<file path="src/rtl/msdap_p2s_tx.sv">
// -----------------------------------------------------------------------------
// msdap_p2s_tx
//   Output-side parallel-to-serial transmitter for the MSDAP datapath.
//   Control strobes p2s_load to capture the left/right filter results; the
//   next frame strobe shifts both words out MSB-first on out_l/out_r, with
//   out_ready high on every cycle that carries a valid bit. A second holding
//   buffer lets the ALU deliver the next result while the current word is
//   still shifting.
//
//   Parameters
//     DATA_W  bits per channel word (bits shifted per frame)
//     CNT_W   bit-counter width, 2**CNT_W must exceed DATA_W
//
//   Ports
//     clk        system clock, rising edge
//     reset_n    asynchronous active-low reset
//     p2s_clear  synchronous clear from Control (beats frame and p2s_load)
//     p2s_load   one-cycle strobe, capture data_l/data_r
//     data_l/r   left/right result words from the ALU
//     frame      one-cycle output frame strobe
//     out_l/r    serial data bits, 0 whenever out_ready is 0
//     out_ready  high on each cycle carrying a valid bit
//     busy       high while a word is armed or shifting
//     done       one-cycle pulse after the last bit has been shifted
//     overrun    one-cycle pulse when an unsent word is overwritten
// -----------------------------------------------------------------------------
module msdap_p2s_tx #(
  parameter int DATA_W = 40,
  parameter int CNT_W  = 6
) (
  input  logic              clk,
  input  logic              reset_n,
  input  logic              p2s_clear,
  input  logic              p2s_load,
  input  logic [DATA_W-1:0] data_l,
  input  logic [DATA_W-1:0] data_r,
  input  logic              frame,
  output logic              out_l,
  output logic              out_r,
  output logic              out_ready,
  output logic              busy,
  output logic              done,
  output logic              overrun
);

  typedef enum logic [1:0] {
    IDLE  = 2'd0,
    ARMED = 2'd1,
    SHIFT = 2'd2
  } state_t;

  state_t state_q, state_d;

  logic [DATA_W-1:0] shift_l_q, shift_r_q;
  logic [DATA_W-1:0] hold_l_q,  hold_r_q;
  logic              pending_q;
  logic [CNT_W-1:0]  cnt_q;

  // Next values of the registered outputs.
  logic out_l_d, out_r_d, out_ready_d, busy_d, done_d, overrun_d;

  // cnt_q counts the bits still to come after the one currently on the wire,
  // so cnt_q == 0 in SHIFT means the last bit is being presented this cycle.
  logic last_bit;
  assign last_bit = (state_q == SHIFT) && (cnt_q == '0);

  // ---------------------------------------------------------------------------
  // State register
  // ---------------------------------------------------------------------------
  // NOTE: sequential state is always assigned with <= so every flop samples
  // the pre-edge values of its neighbours, independent of statement order.
  always_ff @(posedge clk or negedge reset_n) begin
    if (!reset_n) state_q <= IDLE;
    else          state_q <= state_d;
  end

  // ---------------------------------------------------------------------------
  // Next-state logic
  // ---------------------------------------------------------------------------
  // NOTE: every variable driven from always_comb gets a default first, so no
  // path leaves it unassigned and no latch is inferred.
  always_comb begin
    state_d = state_q;
    if (p2s_clear) begin
      state_d = IDLE;
    end else begin
      unique case (state_q)
        IDLE:    if (p2s_load) state_d = ARMED;
        ARMED:   if (frame)    state_d = SHIFT;
        SHIFT:   if (last_bit) state_d = (pending_q || p2s_load) ? ARMED : IDLE;
        default: state_d = IDLE;
      endcase
    end
  end

  // ---------------------------------------------------------------------------
  // Output decode (values registered on the next edge)
  // ---------------------------------------------------------------------------
  always_comb begin
    out_ready_d = 1'b0;
    out_l_d     = 1'b0;
    out_r_d     = 1'b0;
    done_d      = 1'b0;
    overrun_d   = 1'b0;
    busy_d      = (state_d != IDLE);
    if (!p2s_clear) begin
      unique case (state_q)
        ARMED: begin
          if (frame) begin
            out_ready_d = 1'b1;
            out_l_d     = shift_l_q[DATA_W-1];
            out_r_d     = shift_r_q[DATA_W-1];
          end else if (p2s_load) begin
            // The armed word was never sent and is being replaced.
            overrun_d = 1'b1;
          end
        end
        SHIFT: begin
          if (last_bit) begin
            done_d = 1'b1;
          end else begin
            out_ready_d = 1'b1;
            out_l_d     = shift_l_q[DATA_W-1];
            out_r_d     = shift_r_q[DATA_W-1];
          end
          if (p2s_load && pending_q) overrun_d = 1'b1;
        end
        default: ;
      endcase
    end
  end

  // ---------------------------------------------------------------------------
  // Datapath: shift registers, holding buffer, bit counter
  // ---------------------------------------------------------------------------
  // NOTE: the word registers are ordinary flops (not a RAM), so they are
  // reset; this guarantees zeros on the wire and no stale pending word after
  // reset.
  always_ff @(posedge clk or negedge reset_n) begin
    if (!reset_n) begin
      shift_l_q <= '0;
      shift_r_q <= '0;
      hold_l_q  <= '0;
      hold_r_q  <= '0;
      pending_q <= 1'b0;
      cnt_q     <= '0;
    end else if (p2s_clear) begin
      shift_l_q <= '0;
      shift_r_q <= '0;
      hold_l_q  <= '0;
      hold_r_q  <= '0;
      pending_q <= 1'b0;
      cnt_q     <= '0;
    end else begin
      unique case (state_q)
        IDLE: begin
          if (p2s_load) begin
            shift_l_q <= data_l;
            shift_r_q <= data_r;
          end
        end
        ARMED: begin
          if (frame) begin
            // MSB goes to the output register this edge; pre-shift here.
            shift_l_q <= {shift_l_q[DATA_W-2:0], 1'b0};
            shift_r_q <= {shift_r_q[DATA_W-2:0], 1'b0};
            cnt_q     <= CNT_W'(DATA_W - 1);
            if (p2s_load) begin
              // Frame wins: the armed word goes out, the new one waits.
              hold_l_q  <= data_l;
              hold_r_q  <= data_r;
              pending_q <= 1'b1;
            end
          end else if (p2s_load) begin
            shift_l_q <= data_l;
            shift_r_q <= data_r;
          end
        end
        SHIFT: begin
          if (last_bit) begin
            // A load arriving on the last bit is newer than the held word.
            if (p2s_load) begin
              shift_l_q <= data_l;
              shift_r_q <= data_r;
            end else if (pending_q) begin
              shift_l_q <= hold_l_q;
              shift_r_q <= hold_r_q;
            end
            pending_q <= 1'b0;
          end else begin
            shift_l_q <= {shift_l_q[DATA_W-2:0], 1'b0};
            shift_r_q <= {shift_r_q[DATA_W-2:0], 1'b0};
            cnt_q     <= cnt_q - CNT_W'(1);
            if (p2s_load) begin
              hold_l_q  <= data_l;
              hold_r_q  <= data_r;
              pending_q <= 1'b1;
            end
          end
        end
        default: ;
      endcase
    end
  end

  // ---------------------------------------------------------------------------
  // Output registers
  // ---------------------------------------------------------------------------
  always_ff @(posedge clk or negedge reset_n) begin
    if (!reset_n) begin
      out_l     <= 1'b0;
      out_r     <= 1'b0;
      out_ready <= 1'b0;
      busy      <= 1'b0;
      done      <= 1'b0;
      overrun   <= 1'b0;
    end else begin
      out_l     <= out_l_d;
      out_r     <= out_r_d;
      out_ready <= out_ready_d;
      busy      <= busy_d;
      done      <= done_d;
      overrun   <= overrun_d;
    end
  end

endmodule

</file>
<file path="config.mk">
export PLATFORM = sky130hd
export DESIGN_NAME = msdap_p2s_tx
export DESIGN_NICKNAME = d
export VERILOG_FILES = /design/src/rtl/msdap_p2s_tx.sv
export SDC_FILE = /design/constraint.sdc
export NUM_CORES = 1
export LEC_CHECK = 0
export ABC_AREA = 1
export CORE_MARGIN = 1
export CORE_UTILIZATION = 50
export CTS_CLUSTER_DIAMETER = 50
export DETAILED_ROUTE_END_ITERATION = 7
export GPL_TIMING_DRIVEN = 0
export HOLD_SLACK_MARGIN = 0.06
export PLACE_DENSITY = 0.76
export SETUP_SLACK_MARGIN = 0.1
export SYNTH_ARGS = -nofsm -noshare
export SYNTH_HDL_FRONTEND = slang
export SYNTH_SLANG_ARGS = --single-unit
</file>
<file path="constraint.sdc">
create_clock -name clk -period 2.55 [get_ports clk]
set_clock_uncertainty 0.2 [all_clocks]
set_input_delay 0.255 -clock clk [delete_from_list [all_inputs] [get_ports clk]]
set_output_delay 0.255 -clock clk [all_outputs]
set_load 0.1 [all_outputs]
</file>
==> out/results.md, run 1 <==
| Group | Item | This run |
|---|---|---|
| route | Vias per cell | 5.35 |
| route | Remaining routing DRC violations | 0 |
| power | Fraction of power consumed by combinational cells | 0.265 |
| sta | Post-route minimum period | 2.42 ns |
| synthesis | Number of distinct library cells after synthesis | 22 |
| die | Total die area | 0.0222 mm^2 |
| route | Post-route antenna net violation count | 0 |
| critical path | Crit path kind | flop to output port |
| critical path | Reg-to-Reg End | shift_r_q[38]$_DFFE_PN0P_ |
| sta | Final hold slack | 0.166 ns |
| power | Static Leak | 6.97 nW |
| sta | Setup repair after global routing missed its margin | yes |
| critical path | Origin of the critical flop-to-flop path | state_q[0]$_DFF_PN0_ |
| die | Vertical die dimension | 149 um |
| global route | Via count of the first global-routing pass | 9891 |
| critical path | Setup slack on the worst flop-to-flop path | 0.17 ns |
| route | Met2 layer wire length in the routed design | 14.1 mm |
| synthesis | Post-synthesis area per instance | 6.49 um^2 |
| critical path | Largest fanout on the critical path | 1 |
| route | Detailed router's first-iteration violation count | 953 |
| cts | CTS sink cnt | 175 |
| synthesis | Proportion of register bits with asynchronous set or reset after synthesis | 1.00 |
| power | Switching share of power | 0.349 |
| sta | Post-route clock period utilization | 0.949 |
| power | Power per standard cell area | 627 mW/mm^2 |
| cts | Root buffer cell | clkbuf_16 |
| sta | Number of setup violations in the final report | 0 |
| route | DRT Wirelength | 30.4 mm |
| placement | IO buf count | 89 |
| sta | Tightest slew margin relative to the limit | 0.351 |
| placement | Final estimated routing congestion in global placement | 0.842 |
| global route | Wire length of the first global-routing pass | 49.5 mm |
| synthesis | Number of flops mapped to enable cells by yosys | 0 |
| power | Int Power | 5.22 mW |
| route | Number of detailed-route iterations in the first pass | 8 |
| placement | Detailed Place HPWL | 20.3 mm |
| sta | Max-slew violation count | 0 |
| job | Max capacitance violation total | 0 |
| route | Average wire per standard cell | 14.7 um |
| critical path | Critical path's largest stage delay | 1.15 ns |
| cts | Latest clock arrival within the worst-skew pair | 0.43 ns |
| synthesis | Top FF cell, synth | dfrtp_1 |
| run status | Run status | completed |
| global route | Largest net degree at the start of global routing | 100 |
| cts | Clock slew seen by the registers of the worst setup and hold paths | 0.07 ns |
| synthesis | Yosys warns | 0 |
| power | Worst vdd ir | 0.402 mV |
| cts | Total number of H-tree levels | 4 |
| sta | Slew at the pin closest to its max-slew limit | 0.970 ns |
| finish | Area grow syn2layout | 18.4% |
| finish | Layout cell share with drive strength beyond 1 | 0.0806 |
| die | Initial cell density of the core | 0.512 |
| critical path | Required arrival time at the worst endpoint | 2.10 ns |
| critical path | Worst path bufs/invs | 1 |
| critical path | Series of cell instances along the critical path | clkdlybuf4s50_1 |
| critical path | Endpoint type of the worst setup path | output port |
| sta | Maximum clock frequency | 0.413 GHz |
| finish | Number of nets in the final layout | 1876 |
| cts | CTS Buffer Depth | 2 |
| critical path | Standard cell with the maximum stage delay on the critical path | clkdlybuf4s50_1 |
| critical path | Endpoint of the worst setup timing path | out_l |
| worst hold path | Hold WC Path Type | primary input to async pin |
| die | Number of I/O pins | 91 |
| synthesis | Post-synthesis net count | 1757 |
| global route | Total routing usage reported by global routing | 0.280 |
| synthesis | Sequential area share after synthesis | 0.405 |
| die | Core area | 0.0211 mm^2 |
| power | Switching power summed over all nets | 2.80 mW |
| synthesis | #FFs+latches synth | 175 |
| critical path | Critical path launch point | out_l$_DFF_PN0_ |
| route | Overall via count from detail_route | 11085 |
| power | Clock network power share | 0.332 |
| synthesis | Synthesized cell area | 0.0108 mm^2 |
| critical path | Number of cells on the critical path | 1 |
| finish | Layout fillers | 1984 |
| global route | Antenna violations before repair | 0 |
| sta | Final Hold Vio Count | 0 |
| cts | TritonCTS Buffers | 17 |
| route | Detailed-routed wire length on met3 | 2.03 mm |
| die | Count of standard-cell rows | 53 |
| finish | Antenna diodes | 0 |
| critical path | Setup crit start kind | flop |
| power | Flop pwr share | 0.403 |
| cts | CTS tree | yes |
| route | Met1 wire length | 13.6 mm |
| finish | Layout Cell Area excl Fill | 0.0128 mm^2 |
| critical path | Worst Reg-to-Reg Cells | 9 |
| global route | Total congestion overflow | 0 |
| critical path | Data arrival, critical path | 1.97 ns |
| critical path | CP delay by family, top | buffers and inverters |
| route | Uppermost signal routing layer after detailed routing | met4 |
| synthesis | Number of instances in the synthesized netlist | 1666 |
| placement | Placed Area | 0.0121 mm^2 |
| die | Width of the die | 149 um |
-- worst register-to-register path, stage by stage, from the launching register on --
cell and delay, ns:
dfrtp_1 0.41, inv_1 0.13, ha_1 0.15, buf_2 0.17
buf_2 0.31, clkbuf_1 0.48, nand4_1 0.20, nand3_1 0.15
nand2_1 0.07, nand2_1 0.06
-- kinds of logic after synthesis --
kind of cell,after synthesis,share of synthesized area
adder cells (fa/ha/maj),6,0.00695
AND/OR/NAND/NOR,1021,0.386
AO/OA/AOI/OAI,173,0.0878
flip-flops,175,0.405
buffers and inverters,290,0.113
XOR/XNOR,1,0.000811
-- flip-flops by register name (all words and copies together), names as in the netlist, 2 cells and up --
name / count
hold_l_q: 40
hold_r_q: 40
shift_l_q: 40
shift_r_q: 40
cnt_q: 6
state_q: 2
-- metal layers --
metal,vias up,GRT usage
met1,5176,0.386
met2,414,0.447
met4,0,0.0959
li1,5441,-
met5,-,0
met3,54,0.0468
-- synthesized netlist by cell type, types with 5 or more instances --
| library cell | number | area, um^2 |
|---|---|---|
| dfrtp_1 | 175 | 4380 |
| clkbuf_1 | 50 | 188 |
| o21ai_0 | 98 | 490 |
| buf_2 | 39 | 195 |
| ha_1 | 6 | 75.1 |
| o21ai_1 | 49 | 245 |
| o21ai_2 | 22 | 193 |
| nor2_1 | 10 | 37.5 |
| buf_1 | 10 | 37.5 |
| inv_1 | 173 | 649 |
| nand4_1 | 79 | 494 |
| buf_6 | 9 | 101 |
| inv_2 | 5 | 18.8 |
| nand2_1 | 833 | 3130 |
| nand3_1 | 91 | 455 |
-- power groups by stage --
stage	sequential (mW)	combinational, mW	clock (mW)
after floorplan	3.27	1.34	0
after global placement	3.27	1.99	0
after detailed placement	3.28	2.03	0
after CTS	3.23	2.05	2.68
after global routing	3.26	2.35	2.78
final	3.23	2.12	2.67
-- placed cells by master, fill, tap and decap left out --
cell,n
nand2_1,833
dfrtp_1,175
inv_1,173
o21ai_0,98
nand3_1,90
clkdlybuf4s50_1,88
nand4_1,79
o21ai_1,49
clkbuf_1,43
buf_2,38
o21ai_2,22
clkbuf_16,17
clkbuf_2,14
buf_4,12
nor2_1,10
buf_6,9
inv_2,5
ha_1,5
inv_6,5
a21oi_1,4
clkinvlp_4,4
buf_1,3
nor2_4,3
clkbuf_4,2
nand2_2,2
clkinv_4,2
bufinv_16,2
nor2_2,1
nand3_2,1
nor3_1,1
nand2_4,1
xor2_1,1
ha_2,1
clkinv_2,1
dlygate4sd3_1,1
buf_8,1
buf_16,1
buf_12,1
-- through the flow --
step	instances	power [mW]	setup slack [ns]	utilization	TNS (ns)
3_3_place_gp	2030	5.26	-6.46	0.571	-1129.39
2_1_floorplan	1666	4.61	0.621	-	0
3_5_place_dp	2031	5.31	-0.319	0.572	-3.69
4_1_cts	2064	7.96	0.107	0.601	0
6_report	2073	8.02	0.130	0.606	0
5_1_grt	2073	8.40	0.0699	0.606	0
-- area by class of cell --
type	count	area, um^2	share of cell area
multi-input cells	1201	5220	0.408
flip-flops and latches	175	4380	0.342
repair buffers	100	1010	0.0792
inverters	178	668	0.0522
plain buffers	112	576	0.0450
clock buffers	18	429	0.0336
well taps	275	344	0.0269
clock inverters	14	156	0.0122
-- worst min-delay path by stage --
stage,start,endpoint,slack (ns),depth (start not counted)
detailed placement,reset_n,hold_l_q[22]$_DFFE_PN0P_,0.07,1
finish,reset_n,hold_l_q[22]$_DFFE_PN0P_,0.17,2
global placement,hold_l_q[0]$_DFFE_PN0P_,hold_l_q[0]$_DFFE_PN0P_,0.26,2
floorplan,reset_n,busy$_DFF_PN0_,-0.24,0
global route,reset_n,hold_l_q[22]$_DFFE_PN0P_,0.24,2
CTS,reset_n,hold_l_q[22]$_DFFE_PN0P_,0.21,2
-- what timing repair did --
action	CTS	global route
endpoints found under the hold margin	76	0
hold buffers	1	0
resized for setup	3	25
buffers inserted	0	9
setup endpoints to repair	84	136
pin swaps	0	3
Power figures use the tool's default switching activity.
==> inputs of run 2 (changes only) <==
--- a/config.mk
+++ b/config.mk
@@ -6,13 +6,15 @@
 export NUM_CORES = 1
 export LEC_CHECK = 0
 export ABC_AREA = 1
-export CORE_MARGIN = 1
-export CORE_UTILIZATION = 50
+export CELL_PAD_IN_SITES_DETAIL_PLACEMENT = 1
+export CELL_PAD_IN_SITES_GLOBAL_PLACEMENT = 1
+export CORE_MARGIN = 2
+export CORE_UTILIZATION = 42
 export CTS_CLUSTER_DIAMETER = 50
 export DETAILED_ROUTE_END_ITERATION = 7
 export GPL_TIMING_DRIVEN = 0
 export HOLD_SLACK_MARGIN = 0.06
-export PLACE_DENSITY = 0.76
+export PLACE_DENSITY = 0.87
 export SETUP_SLACK_MARGIN = 0.1
 export SYNTH_ARGS = -nofsm -noshare
 export SYNTH_HDL_FRONTEND = slang
==> constraint.sdc (replaced) <==
create_clock -name clk -period 2.67 [get_ports clk]
set_clock_uncertainty 0.2 [all_clocks]
set_input_delay 0.267 -clock clk [delete_from_list [all_inputs] [get_ports clk]]
set_output_delay 0.267 -clock clk [all_outputs]
set_load 0.1 [all_outputs]
==> out/results.md, run 2 (same netlist as run 1, synthesis figures left out) <==
| Group | Item | This run | Delta |
|---|---|---|---|
| route | Average wire per standard cell | 17.4 um | +18% |
| cts | Latest clock arrival within the worst-skew pair | 0.44 ns | about the same |
| global route | Antenna violations before repair | 0 | unchanged |
| global route | Total congestion overflow | 0 | unchanged |
| placement | Final estimated routing congestion in global placement | 0.811 | -3.7% |
| finish | Number of nets in the final layout | 1872 | -0.21% |
| critical path | Setup crit start kind | flop |  |
| die | Initial cell density of the core | 0.428 | -0.0845 |
| critical path | Data arrival, critical path | 2.58 ns | +0.61 ns |
| route | Number of detailed-route iterations in the first pass | 5 | -3 |
| global route | Total routing usage reported by global routing | 0.284 | +0.00330 |
| cts | CTS tree | yes |  |
| cts | TritonCTS Buffers | 17 | unchanged |
| cts | Root buffer cell | clkbuf_16 |  |
| sta | Setup repair after global routing missed its margin | yes |  |
| placement | Detailed Place HPWL | 24.6 mm | +21% |
| worst hold path | Hold WC Path Type | primary input to async pin |  |
| die | Total die area | 0.0270 mm^2 | +22% |
| power | Switching power summed over all nets | 2.82 mW | +0.78% |
| power | Clock network power share | 0.341 | +0.009 |
| cts | Total number of H-tree levels | 4 | unchanged |
| run status | Run status | completed |  |
| finish | Layout cell share with drive strength beyond 1 | 0.0847 | +0.00408 |
| global route | Via count of the first global-routing pass | 11851 | +20% |
| cts | Clock slew seen by the registers of the worst setup and hold paths | 0.08 ns | about the same |
| job | Max capacitance violation total | 0 | unchanged |
| placement | IO buf count | 89 | unchanged |
| global route | Wire length of the first global-routing pass | 60.5 mm | +22% |
| power | Tot Pwr | 7.93 mW | -1.1% |
| sta | Max-slew violation count | 0 | unchanged |
| sta | Slew at the pin closest to its max-slew limit | 0.979 ns | +0.00860 ns |
| power | Worst vdd ir | 0.374 mV | -7.0% |
| finish | Filler-free cell count of the finished design | 2124 | +2.5% |
| die | Core area | 0.0253 mm^2 | +20% |
| critical path | Largest fanout on the critical path | 10 | +9 |
| die | Vertical die dimension | 164 um | +10% |
| route | Remaining routing DRC violations | 0 | unchanged |
| route | Overall via count from detail_route | 11383 | +2.7% |
| critical path | Endpoint type of the worst setup path | flop |  |
| critical path | Critical path launch point | state_q[1]$_DFF_PN0_ |  |
| critical path | Standard cell with the maximum stage delay on the critical path | dfrtp_1 |  |
| sta | Number of setup violations in the final report | 0 | unchanged |
| power | Int Power | 5.11 mW | -2.1% |
| global route | Largest net degree at the start of global routing | 97 | -3.0% |
| sta | Maximum clock frequency | 0.407 GHz |  |
| die | Width of the die | 164 um | +10% |
| route | Detailed router's first-iteration violation count | 809 | -15% |
| power | Flop pwr share | 0.391 | -0.012 |
| cts | CTS sink cnt | 175 | unchanged |
| finish | Antenna diodes | 0 | unchanged |
| route | Post-route antenna net violation count | 0 | unchanged |
| finish | Most frequent standard cell in the layout excluding fill and tap cells | nand2_1 |  |
| sta | Post-route clock period utilization | 0.920 |  |
| critical path | Required arrival time at the worst endpoint | 2.80 ns | +0.70 ns |
| sta | Post-route minimum period | 2.46 ns |  |
| critical path | Origin of the critical flop-to-flop path | state_q[1]$_DFF_PN0_ |  |
| cts | CTS Buffer Depth | 2 | unchanged |
| die | Count of standard-cell rows | 58 | +9.4% |
| critical path | Crit path kind | flop to flop |  |
| die | Number of I/O pins | 91 | unchanged |
| route | DRT Wirelength | 36.9 mm | +21% |
| finish | Area grow syn2layout | 19.3% |  |
| power | Static Leak | 7.00 nW | +0.46% |
| finish | Top library cells by usage in the layout, fill and taps aside | nand2_1 (832), dfrtp_1 (175), inv_1 (173), o21ai_0 (98), nand3_1 (90) |  |
| sta | Tightest slew margin relative to the limit | 0.346 | -0.00575 |
| route | Vias per cell | 5.36 | +0.22% |
| placement | Placed cell count | 2086 | +2.7% |
| critical path | Critical path's largest stage delay | 0.40 ns | -0.75 ns |
| power | Switching share of power | 0.356 | +0.00667 |
| power | Fraction of power consumed by combinational cells | 0.269 | +0.004 |
| critical path | Worst path bufs/invs | 6 | +5 |
| power | Power per standard cell area | 616 mW/mm^2 | -1.9% |
| critical path | CP delay by family, top | buffers and inverters |  |
| critical path | Series of cell instances along the critical path | inv_1, ha_1, inv_1, nor2_2, inv_2, o21ai_0, nand2_1, nand3_1, inv_2, buf_6, buf_2, nand2_1, o21ai_1 |  |
| sta | Final Hold Vio Count | 0 | unchanged |
[run 2: changes by cell type in the layout (fill, tap and decap cells not counted), moves of 2 or more]
cell / previous run / this run
buf_2: 38 / 40
clkbuf_1: 43 / 33
clkbuf_2: 14 / 23
buf_4: 12 / 7
[run 2: final cells by class]
cell class | count | area, um^2
Clock inverter | 13 | 176
Multi-Input combinational cell | 1201 | 5230
Buffer | 112 | 586
Fill cell | 3394 | 12400
Inverter | 178 | 668
Sequential cell | 175 | 4380
Tap cell | 330 | 413
Clock buffer | 19 | 443
Timing Repair Buffer | 96 | 996
[run 2: power groups by stage]
| stage | sequential, mW | clock [mW] | combinational, mW |
|---|---|---|---|
| 5_1_grt | 3.13 | 2.83 | 2.36 |
| 3_3_place_gp | 3.13 | 0 | 1.97 |
| 3_5_place_dp | 3.14 | 0 | 2.05 |
| 6_report | 3.10 | 2.70 | 2.13 |
| 2_1_floorplan | 3.12 | 0 | 1.28 |
| 4_1_cts | 3.09 | 2.72 | 2.08 |
[run 2: worst paths after layout]
kind	to	slack, ns	cells after the start
max reg2reg	hold_l_q[23]$_DFFE_PN0P_	0.21	13
min in group clk	hold_l_q[0]$_DFFE_PN0P_	0.30	2
max in group asynchronous	cnt_q[5]$_DFFE_PN0P_	1.12	3
max	hold_l_q[23]$_DFFE_PN0P_	0.21	13
min	hold_r_q[10]$_DFFE_PN0P_	0.26	2
min reg2reg	hold_l_q[0]$_DFFE_PN0P_	0.30	2
[run 2: repair_timing]
action | 4_1_cts | 5_1_grt
hold buffers | 1 | 0
cloned | 0 | 0
setup buffers | 0 | 5
gates resized for setup | 5 | 42
setup endpoints to repair | 84 | 88
hold endpoints to repair | 95 | 0
pin swaps | 0 | 2
[run 2: worst register-to-register path, cell delays in order, from the launching register on]
cell and delay (ns):
dfrtp_1 0.40, inv_1 0.13, ha_1 0.29, inv_1 0.11
nor2_2 0.14, inv_2 0.07, o21ai_0 0.12, nand2_1 0.16
nand3_1 0.11, inv_2 0.07, buf_6 0.15, buf_2 0.22
nand2_1 0.10, o21ai_1 0.08
[run 2: routing by layer]
layer | vias to the layer above | wire, um | global-route usage
met2 | 321 | 18100 | 0.482
met4 | 0 | 948 | 0.106
li1 | 5433 | - | -
met3 | 71 | 1850 | 0.0364
met1 | 5558 | 16000 | 0.370
met5 | - | 0 | 0
[run 2: stage by stage]
step                      utilization  cell area [um^2]  setup TNS [ns]  hold WS, ns  worst slack, ns
after global placement          0.479             12100        -1169.36        0.263            -6.69
after detailed placement        0.481             12100           -3.98        0.166           -0.267
after floorplan                     -             10800               0       -0.229            0.741
after CTS                       0.506             12800               0        0.295            0.123
after global routing            0.510             12900               0        0.314            0.102
final                           0.510             12900               0        0.257            0.213
==> inputs of run 3 (changes only) <==
--- a/config.mk
+++ b/config.mk
@@ -15,6 +15,7 @@
 export GPL_TIMING_DRIVEN = 0
 export HOLD_SLACK_MARGIN = 0.06
 export PLACE_DENSITY = 0.87
+export REMOVE_ABC_BUFFERS = 1
 export SETUP_SLACK_MARGIN = 0.1
 export SYNTH_ARGS = -nofsm -noshare
 export SYNTH_HDL_FRONTEND = slang
==> out/results.md, run 3 (same netlist as run 1, synthesis figures left out) <==
| Group | Item | This run | Delta |
|---|---|---|---|
| global route | Total routing usage reported by global routing | 0.294 | +0.0105 |
| cts | TritonCTS Buffers | 17 | unchanged |
| power | Power per standard cell area | 622 mW/mm^2 | +1.1% |
| finish | Multi-input gate area in the final layout | 0.00537 mm^2 | +2.8% |
| power | Static Leak | 6.94 nW | -0.93% |
| power | Tot Pwr | 8.13 mW | +2.5% |
| route | Met1 wire length | 17.0 mm | +5.9% |
| sta | Post-route minimum period | 2.59 ns | +0.130 ns |
| critical path | Setup slack on the worst flop-to-flop path | 0.08 ns | -0.13 ns |
| route | Average wire per standard cell | 20.1 um | +16% |
| route | Overall via count from detail_route | 11591 | +1.8% |
| route | Uppermost signal routing layer after detailed routing | met4 |  |
| finish | Post-route core utilization | 0.518 | +0.00728 |
| die | Total die area | 0.0270 mm^2 | unchanged |
| route | Vias per cell | 5.66 | +5.6% |
| critical path | Critical path's largest stage delay | 0.44 ns | +0.04 ns |
| die | Count of standard-cell rows | 58 | unchanged |
| finish | Top library cells by usage in the layout, fill and taps aside | nand2_1 (829), dfrtp_1 (175), inv_1 (171), o21ai_0 (96), nand3_1 (89) |  |
| global route | Wire length of the first global-routing pass | 62.5 mm | +3.2% |
| placement | IO buf count | 90 | +1.1% |
| die | Initial cell density of the core | 0.428 | unchanged |
| finish | Layout fillers | 3248 | -4.3% |
| critical path | Standard cell with the maximum stage delay on the critical path | dfrtp_1 |  |
| global route | Antenna violations before repair | 0 | unchanged |
| worst hold path | WHS Path Cells | 5 |  |
| power | Switching power summed over all nets | 2.90 mW | +2.8% |
| critical path | Required arrival time at the worst endpoint | 2.79 ns | about the same |
| die | Width of the die | 164 um | unchanged |
| finish | Antenna diodes | 0 | unchanged |
| power | Clock network power share | 0.330 | -0.011 |
| finish | Most frequent standard cell in the layout excluding fill and tap cells | nand2_1 |  |
| cts | Latest clock arrival within the worst-skew pair | 0.44 ns | about the same |
| power | Flop pwr share | 0.382 | -0.009 |
| critical path | Series of cell instances along the critical path | inv_2, ha_4, buf_4, inv_1, nor2_2, nand3_4, nand2_8, nor2_4, buf_4, buf_16, nand2_1, nand2_1 |  |
| sta | Slew at the pin closest to its max-slew limit | 1.01 ns | +0.0321 ns |
| power | Worst vdd ir | 0.345 mV | -7.6% |
| critical path | Setup crit start kind | flop |  |
| die | Number of I/O pins | 91 | unchanged |
| placement | Detailed Place HPWL | 19.9 mm | -19% |
| finish | Layout cell share with drive strength beyond 1 | 0.0704 | -0.0143 |
| sta | Max-slew violation count | 0 | unchanged |
| job | Max capacitance violation total | 0 | unchanged |
| cts | CTS tree | yes |  |
| critical path | Worst Reg-to-Reg Cells | 12 | -1 |
| sta | Final Hold Vio Count | 0 | unchanged |
| route | Number of detailed-route iterations in the first pass | 5 | unchanged |
| power | Fraction of power consumed by combinational cells | 0.287 | +0.018 |
| route | DRT Wirelength | 41.2 mm | +12% |
| sta | Final hold slack | 0.184 ns | -0.0728 ns |
| placement | Placed cell count | 1989 | -4.7% |
| cts | Clock slew seen by the registers of the worst setup and hold paths | 0.08 ns | about the same |
| global route | Largest net degree at the start of global routing | 131 | +35% |
| route | Detailed-routed wire length on met3 | 2.48 mm | +34% |
| cts | CTS sink cnt | 175 | unchanged |
| sta | Maximum clock frequency | 0.387 GHz | -5.0% |
| run status | Run status | completed |  |
| cts | CTS Buffer Depth | 2 | unchanged |
| sta | Number of setup violations in the final report | 0 | unchanged |
| placement | Final estimated routing congestion in global placement | 0.750 | -7.5% |
| die | Vertical die dimension | 164 um | unchanged |
| finish | Filler-free cell count of the finished design | 2049 | -3.5% |
| cts | Root buffer cell | clkbuf_16 |  |
| global route | Via count of the first global-routing pass | 11904 | +0.45% |
| sta | Post-route clock period utilization | 0.969 | +0.0486 |
| finish | Area grow syn2layout | 21.0% |  |
| sta | Tightest slew margin relative to the limit | 0.324 | -0.0214 |
| global route | Total congestion overflow | 0 | unchanged |
| power | Int Power | 5.23 mW | +2.3% |
| route | Post-route antenna net violation count | 0 | unchanged |
| critical path | Largest fanout on the critical path | 22 | +12 |
| critical path | Crit path kind | flop to flop |  |
| power | Switching share of power | 0.357 | +0.00118 |
| critical path | Data arrival, critical path | 2.71 ns | +0.13 ns |
| placement | Worst slack at placement | -0.792 ns | -0.525 ns |
| finish | Layout Cell Area excl Fill | 0.0131 mm^2 | +1.4% |
| sta | Final worst-path setup slack | 0.0835 ns | -0.130 ns |
| worst hold path | Hold WC Path Type | primary input to flop |  |
| cts | Total number of H-tree levels | 4 | unchanged |
| placement | Placed Area | 0.0120 mm^2 | -1.1% |
| finish | Number of nets in the final layout | 1797 | -4.0% |
| route | Remaining routing DRC violations | 0 | unchanged |
| route | Met2 layer wire length in the routed design | 20.2 mm | +12% |
| sta | Setup repair after global routing missed its margin | yes |  |
| route | Detailed router's first-iteration violation count | 973 | +20% |
| sta | Sum of negative setup slack | 0 ns | unchanged |
| die | Core area | 0.0253 mm^2 | unchanged |
| finish | Sequential cell area | 0.00438 mm^2 | unchanged |
| critical path | Endpoint type of the worst setup path | flop |  |
-- run 3: final cells by class --
cell class | count | area share
clock buffers | 22 | 0.0363
multi-input cells | 1205 | 0.411
repair inverters | 3 | 0.00201
well taps | 330 | 0.0316
clock inverters | 10 | 0.0103
inverters | 178 | 0.0543
repair buffers | 126 | 0.120
flip-flops and latches | 175 | 0.335
-- run 3: layer usage --
layer / vias to the layer above / global-route usage
met1: 5717 / 0.370
met4: 0 / 0.112
met2: 477 / 0.514
li1: 5274 / -
met3: 123 / 0.0394
met5: - / 0
-- run 3: final timing paths --
check	start	endpoint
max in group asynchronous	reset_n	shift_r_q[3]$_DFFE_PN0P_
min in group asynchronous	reset_n	hold_r_q[22]$_DFFE_PN0P_
worst max-delay path	state_q[0]$_DFF_PN0_	shift_l_q[18]$_DFFE_PN0P_
worst min-delay path	p2s_load	hold_l_q[6]$_DFFE_PN0P_
worst max register to register	state_q[0]$_DFF_PN0_	shift_l_q[18]$_DFFE_PN0P_
worst min register to register	hold_l_q[0]$_DFFE_PN0P_	hold_l_q[0]$_DFFE_PN0P_
-- run 3: worst max-delay path: cells and delay by family, from the launching register on --
kind | cells | cell delay [ns]
DFF | 1 | 0.44
buffers and inverters | 5 | 0.75
adders and majority gates | 1 | 0.23
and+or+nand+nor | 6 | 0.82
-- run 3: power by group through the flow --
stage          sequential, mW  clock, mW  combinational, mW
6_report                 3.11       2.69               2.34
5_1_grt                  3.13       2.82               2.53
4_1_cts                  3.10       2.69               2.18
3_3_place_gp             3.13          0               1.84
2_1_floorplan            3.12          0               1.12
3_5_place_dp             3.14          0               2.03
-- run 3: timing repair --
item / CTS / global route
endpoints found under the setup margin: 165 / 122
hold endpoints to repair: 70 / 0
resized for setup: 17 / 12
pin swaps: 5 / 4
setup buffers: 10 / 7
hold buffers: 1 / 0
gates cloned: 6 / 4
